`config.mk`:
```
export PLATFORM = sky130hd
export DESIGN_NAME = clkdiv_prog_flat
export DESIGN_NICKNAME = d
export VERILOG_FILES = /design/src/rtl/clkdiv_prog_if.sv /design/src/rtl/clkdiv_prog.sv /design/src/flat_wrapper.sv
export SDC_FILE = /design/constraint.sdc
export NUM_CORES = 1
export LEC_CHECK = 0
export CAP_MARGIN = 5
export CORE_MARGIN = 5
export CORE_UTILIZATION = 49
export DETAILED_ROUTE_END_ITERATION = 7
export GPL_TIMING_DRIVEN = 0
export PLACE_DENSITY = 0.76
export SYNTH_ARGS = -nofsm -noshare
export SYNTH_HDL_FRONTEND = slang
export SYNTH_SLANG_ARGS = --single-unit
```
`constraint.sdc`:
```
create_clock -name clkin -period 3.7 [get_ports clkin]
set_input_delay 0.555 -clock clkin [delete_from_list [all_inputs] [get_ports clkin]]
set_output_delay 0.555 -clock clkin [all_outputs]
set_load 0.03 [all_outputs]
```
`src/rtl/clkdiv_prog_if.sv`:
```
// Divisor-change handshake between a requester (software/DVFS) and clkdiv_prog.
interface clkdiv_prog_if #(
    parameter int unsigned DIV_W = 4
);
    logic             div_req;
    logic [DIV_W-1:0] div_val;
    logic             div_busy;
    logic             div_ack;
    logic             div_err;
    logic [DIV_W-1:0] cur_div;

    modport master (
        output div_req, div_val,
        input  div_busy, div_ack, div_err, cur_div
    );

    modport slave (
        input  div_req, div_val,
        output div_busy, div_ack, div_err, cur_div
    );
endinterface

```
`src/rtl/clkdiv_prog.sv`:
```
// Run-time programmable integer clock divider with glitch-free divisor handshake.
// Define CLKDIV_PROG_ODD50_EN to add the negedge phase flop for 50% duty on odd divisors.
module clkdiv_prog #(
    parameter int unsigned DIV_W     = 4,
    parameter int unsigned DIV_RESET = 2
) (
    input  logic           clkin,
    input  logic           rstn,
    clkdiv_prog_if.slave   bus,
    output logic           tick,
    output logic           clk_out
);

    localparam logic [DIV_W-1:0] RST_DIV = DIV_W'(DIV_RESET);
    localparam logic [DIV_W-1:0] RST_CNT = DIV_W'(DIV_RESET - 1);

    typedef enum logic {IDLE, PEND} state_t;

    state_t           state_q, state_d;
    logic [DIV_W-1:0] cnt_q, cnt_d;
    logic [DIV_W-1:0] cur_q, cur_d;
    logic [DIV_W-1:0] pend_q, pend_d;
    logic             pos_hi_q, pos_hi_d;
    logic             busy_q, busy_d;
    logic             ack_q, ack_d;
    logic             err_q, err_d;
    logic             tick_q, tick_d;
    logic             boundary_c;
    logic             byp_en;
    logic             neg_hi;

    assign boundary_c = (cnt_q == cur_q - DIV_W'(1));

    // Period counter, handshake FSM and phase flop next-state
    always_comb begin
        state_d = state_q;
        pend_d  = pend_q;
        cur_d   = cur_q;
        busy_d  = busy_q;
        ack_d   = 1'b0;
        err_d   = 1'b0;
        tick_d  = boundary_c;
        cnt_d   = boundary_c ? '0 : cnt_q + DIV_W'(1);

        case (state_q)
            IDLE: begin
                if (bus.div_req) begin
                    if (bus.div_val == '0) begin
                        err_d = 1'b1;
                    end else begin
                        pend_d  = bus.div_val;
                        busy_d  = 1'b1;
                        state_d = PEND;
                    end
                end
            end
            PEND: begin
                if (boundary_c) begin
                    cur_d   = pend_q;
                    ack_d   = 1'b1;
                    busy_d  = 1'b0;
                    state_d = IDLE;
                end
            end
        endcase

        // cnt_d is 0 on a boundary, so a new divisor takes effect from its first cycle
        pos_hi_d = (cnt_d < (cur_d >> 1));
    end

    always_ff @(posedge clkin or negedge rstn) begin
        if (!rstn) begin
            state_q  <= IDLE;
            cnt_q    <= RST_CNT;
            cur_q    <= RST_DIV;
            pend_q   <= RST_DIV;
            pos_hi_q <= 1'b0;
            busy_q   <= 1'b0;
            ack_q    <= 1'b0;
            err_q    <= 1'b0;
            tick_q   <= 1'b0;
        end else begin
            state_q  <= state_d;
            cnt_q    <= cnt_d;
            cur_q    <= cur_d;
            pend_q   <= pend_d;
            pos_hi_q <= pos_hi_d;
            busy_q   <= busy_d;
            ack_q    <= ack_d;
            err_q    <= err_d;
            tick_q   <= tick_d;
        end
    end

    // Bypass enable changes only while clkin is low, so N=1 entry/exit cannot glitch
    always_ff @(negedge clkin or negedge rstn) begin
        if (!rstn) begin
            byp_en <= 1'b0;
        end else begin
            byp_en <= (cur_q == DIV_W'(1));
        end
    end

`ifdef CLKDIV_PROG_ODD50_EN
    // Stretches the high phase by half a cycle for odd divisors only
    always_ff @(negedge clkin or negedge rstn) begin
        if (!rstn) begin
            neg_hi <= 1'b0;
        end else begin
            neg_hi <= pos_hi_q & cur_q[0];
        end
    end
`else
    assign neg_hi = 1'b0;
`endif

    assign clk_out      = pos_hi_q | neg_hi | (clkin & byp_en);
    assign tick         = tick_q;
    assign bus.div_busy = busy_q;
    assign bus.div_ack  = ack_q;
    assign bus.div_err  = err_q;
    assign bus.cur_div  = cur_q;

endmodule

```
`src/flat_wrapper.sv`:
```
// flat-port wrapper written by rule: the top's interface ports become plain ports
module clkdiv_prog_flat 
#(
    parameter int unsigned DIV_W     = 4,
    parameter int unsigned DIV_RESET = 2
)
  (clkin, rstn, tick, clk_out, bus_div_req, bus_div_val, bus_div_busy, bus_div_ack, bus_div_err, bus_cur_div);
  clkdiv_prog_if #(.DIV_W(DIV_W)) bus_i ();
  input  logic clkin;
  input  logic rstn;
  output logic tick;
  output logic clk_out;
  input wire logic [$bits(bus_i.div_req)-1:0] bus_div_req;
  input wire logic [$bits(bus_i.div_val)-1:0] bus_div_val;
  output wire logic [$bits(bus_i.div_busy)-1:0] bus_div_busy;
  output wire logic [$bits(bus_i.div_ack)-1:0] bus_div_ack;
  output wire logic [$bits(bus_i.div_err)-1:0] bus_div_err;
  output wire logic [$bits(bus_i.cur_div)-1:0] bus_cur_div;
  assign bus_i.div_req = bus_div_req;
  assign bus_i.div_val = bus_div_val;
  assign bus_div_busy = bus_i.div_busy;
  assign bus_div_ack = bus_i.div_ack;
  assign bus_div_err = bus_i.div_err;
  assign bus_cur_div = bus_i.cur_div;
  clkdiv_prog #(.DIV_W(DIV_W), .DIV_RESET(DIV_RESET)) u_core (.clkin(clkin), .rstn(rstn), .bus(bus_i), .tick(tick), .clk_out(clk_out));
endmodule
```
==> metrics.csv <==
metric,value,unit
"antenna viol nets, final",0,
fillers,135,
Fin Setup TNS,0,ns
Chip Width,51.9,um
sequential share of power,34.8,%
cell taking the most area after synthesis,dfrtp_1,
initial antenna violation count,0,
"Arr. time, crit path",2.94,ns
WL per Instance,13.3,um
GRT Residual Overflow,0,
drt initial violations,15,
vias in the first global route,635,
critical path startpoint category,flip-flop,
via density per instance,5.03,
global-route wire length before repair,2.64,mm
pwr dens,1010,nW/um2
Cells after Synth,71,
via count,594,
clock slew seen by the registers of the worst setup and hold paths,0.10,ns
Detailed Routing Iterations Pass 1,4,
Final GP Congestion,0.799,
core area,1710,um2
Switch Pwr,0.434,mW
unique cell type count in the Yosys netlist,27,
Post-synth EDFFs,0,
Worst-Skew Late Latency,0.40,ns
endpoints failing setup,0,
Initial Utilization,50.5,%
Cell Rows,15,
RSZ-0062 raised after global routing,no,
Final Skew,0.00979,ns
Global Route Usage Sum,13.7,%
crit-path max FO,1,
maximum VDD drop,0.538,mV
Switching Share,39.4,%
Synth area leaders,"dfrtp_1 (44%), dfstp_2 (9.1%), ha_1 (7.3%)",
prevailing post-synth register cell,dfrtp_1,
nets,106,
Logic pwr share,49.7,%
final non-filler cell total,118,
# DRC,0,
largest net degree at the start of global routing,20,
Setup CP Type,flip-flop to primary output,
input/output buffers,15,
Worst-Margin Slew,0.818,ns
Final Hold Viols,0,
post-synthesis sequential area ratio,55.6,%
relative slew slack,45.3,%
# diodes,0,
Synth Net Count,83,
# IOs,16,
Syn-to-layout area delta,26.1,%
"count leader, synth",dfrtp_1,
Post-Place Cells,111,
"slowest stage delay, CP",0.40,ns
"critical path, cell by cell",a21o_1 -> clkbuf_2,
post-route core utilization,63.7,%
Pwr Total,1.10,mW
mean post-synth cell area,12.1,um2
Yosys reg bits,19,
worst hold stages,2,
worst path required time,3.14,ns
Post-synth top cells,"dfrtp_1 (15), ha_1 (5), xnor2_1 (5)",
CP max stage cell,dfrtn_1,
max_cap viols,0,
CP Buf/Inv Count,1,
die area,2700,um2
Leak,0.513,nW
area taken by multi-input logic gates,344,um2
synthesized cell area,862,um2
Clk pwr share,15.4,%
share of flip-flops with an asynchronous set or reset,100,%
Ys Warns,0,
area share of the largest cell type after synthesis,43.5,%
Hold Crit Class,flip-flop to flip-flop,
WHS,0.504,ns
crit end category,primary output,
status,"complete, no violations",
cell depth of the worst setup path,2,
Setup Buffers After CTS,0,
Die Height,51.9,um
proportion of layout cells with a drive suffix above 1,16.1,%
register area,479,um2
fin. max-slew vios,0,
kind of cell adding the most delay to the critical path,flip-flops,
Worst R2R Path Depth,3,
internal power of the cells,0.667,mW
TritonCTS clock tree,done,
Routed WL,1.57,mm
[routing by layer]
metal | routed length [um] | part of all wire, % | GRT usage, % | vias to the layer above
li1 | - | - | - | 288
met1 | 721 | 46 | 16.9 | 284
met2 | 743 | 47 | 20.3 | 20
met3 | 92 | 5.8 | 5.44 | 2
met4 | 16 | 1.0 | 6.99 | 0
met5 | 0 | 0 | 0 | -
[power groups by stage]
stage	registers [mW]	logic (mW)	clock network (mW)
floorplan	0.424	0.359	0.0186
global placement	0.383	0.536	0.0298
detailed placement	0.387	0.544	0.0298
CTS	0.384	0.550	0.179
global route	0.396	0.603	0.190
finish	0.383	0.547	0.170
[placed cells by master, fill, tap and decap left out, types with 2 or more instances in the layout]
cell / Yosys / final
a22o_1: 4 / 4
clkbuf_4: 0 / 6
clkdlybuf4s50_1: 0 / 14
dfrtp_1: 15 / 15
dfstp_2: 3 / 3
ha_1: 5 / 5
inv_1: 4 / 4
inv_2: 2 / 2
nand2_1: 3 / 3
nand3_1: 3 / 3
nor2_1: 3 / 3
nor2b_1: 4 / 4
nor3_1: 2 / 2
o21ai_0: 4 / 4
xnor2_1: 5 / 5
[registers in the layout (all words and copies together) (netlist names)]
signal	flops
u_core.bus.cur_div	4
u_core.bus.div_ack	1
u_core.bus.div_busy	1
u_core.bus.div_err	1
u_core.byp_en	1
u_core.cnt_q	4
u_core.pend_q	4
u_core.pos_hi_q	1
u_core.state_q	1
u_core.tick	1
[area by class of cell]
type / instances / share of cell area [%]
sequential: 19 / 44.1
multi-input combinational: 44 / 31.6
timing repair buffer: 14 / 12.9
clock buffer: 8 / 4.95
tap: 25 / 2.88
inverter: 6 / 2.07
buffer: 2 / 1.50
[kinds of logic (layout without fill, tap and decap cells)]
| group | Yosys count | after routing | share of synthesized area [%] |
|---|---|---|---|
| AO/OA/AOI/OAI | 12 | 12 | 9.72 |
| buffers and inverters | 8 | 30 | 4.50 |
| multiplexers | 2 | 2 | 2.90 |
| AND/OR/NAND/NOR | 18 | 18 | 11.2 |
| flip-flops | 19 | 19 | 55.6 |
| XOR/XNOR | 7 | 7 | 8.85 |
| adder cells (fa/ha/maj) | 5 | 5 | 7.26 |
[final timing paths]
path | from | end | slack, ns
worst max-delay path | u_core.byp_en$_DFF_NN0_ | clk_out | 0.21
worst min-delay path | u_core.bus.div_busy$_DFFE_PN0P_ | u_core.bus.div_busy$_DFFE_PN0P_ | 0.50
worst max register to register | u_core.bus.cur_div[1]$_DFF_PN1_ | u_core.byp_en$_DFF_NN0_ | 0.77
worst min register to register | u_core.bus.div_busy$_DFFE_PN0P_ | u_core.bus.div_busy$_DFFE_PN0P_ | 0.50
max in group asynchronous | rstn | u_core.byp_en$_DFF_NN0_ | 0.82
min in group asynchronous | rstn | u_core.pend_q[3]$_DFFE_PN0P_ | 0.62
[timing repair]
item | in CTS | in global routing
resized for setup | 2 | 1
pin swaps | 0 | 0
endpoints found under the setup margin | 1 | 1
hold buffers | 0 | 0
[worst reg2reg max path: cells and delay by family, from the launching register on]
family	cells	cell delay [ns]
simple gates	1	0.13
flops	1	0.57
fa+ha+maj	1	0.17
buf+inv	1	0.07
[stage by stage]
step | setup slack [ns] | cell area (um2)
2_1_floorplan | 0.674 | 862
3_3_place_gp | 0.186 | 1040
3_5_place_dp | 0.183 | 1040
4_1_cts | 0.0228 | 1090
5_1_grt | 0.124 | 1090
6_report | 0.205 | 1090
Power figures use the tool's default switching activity.
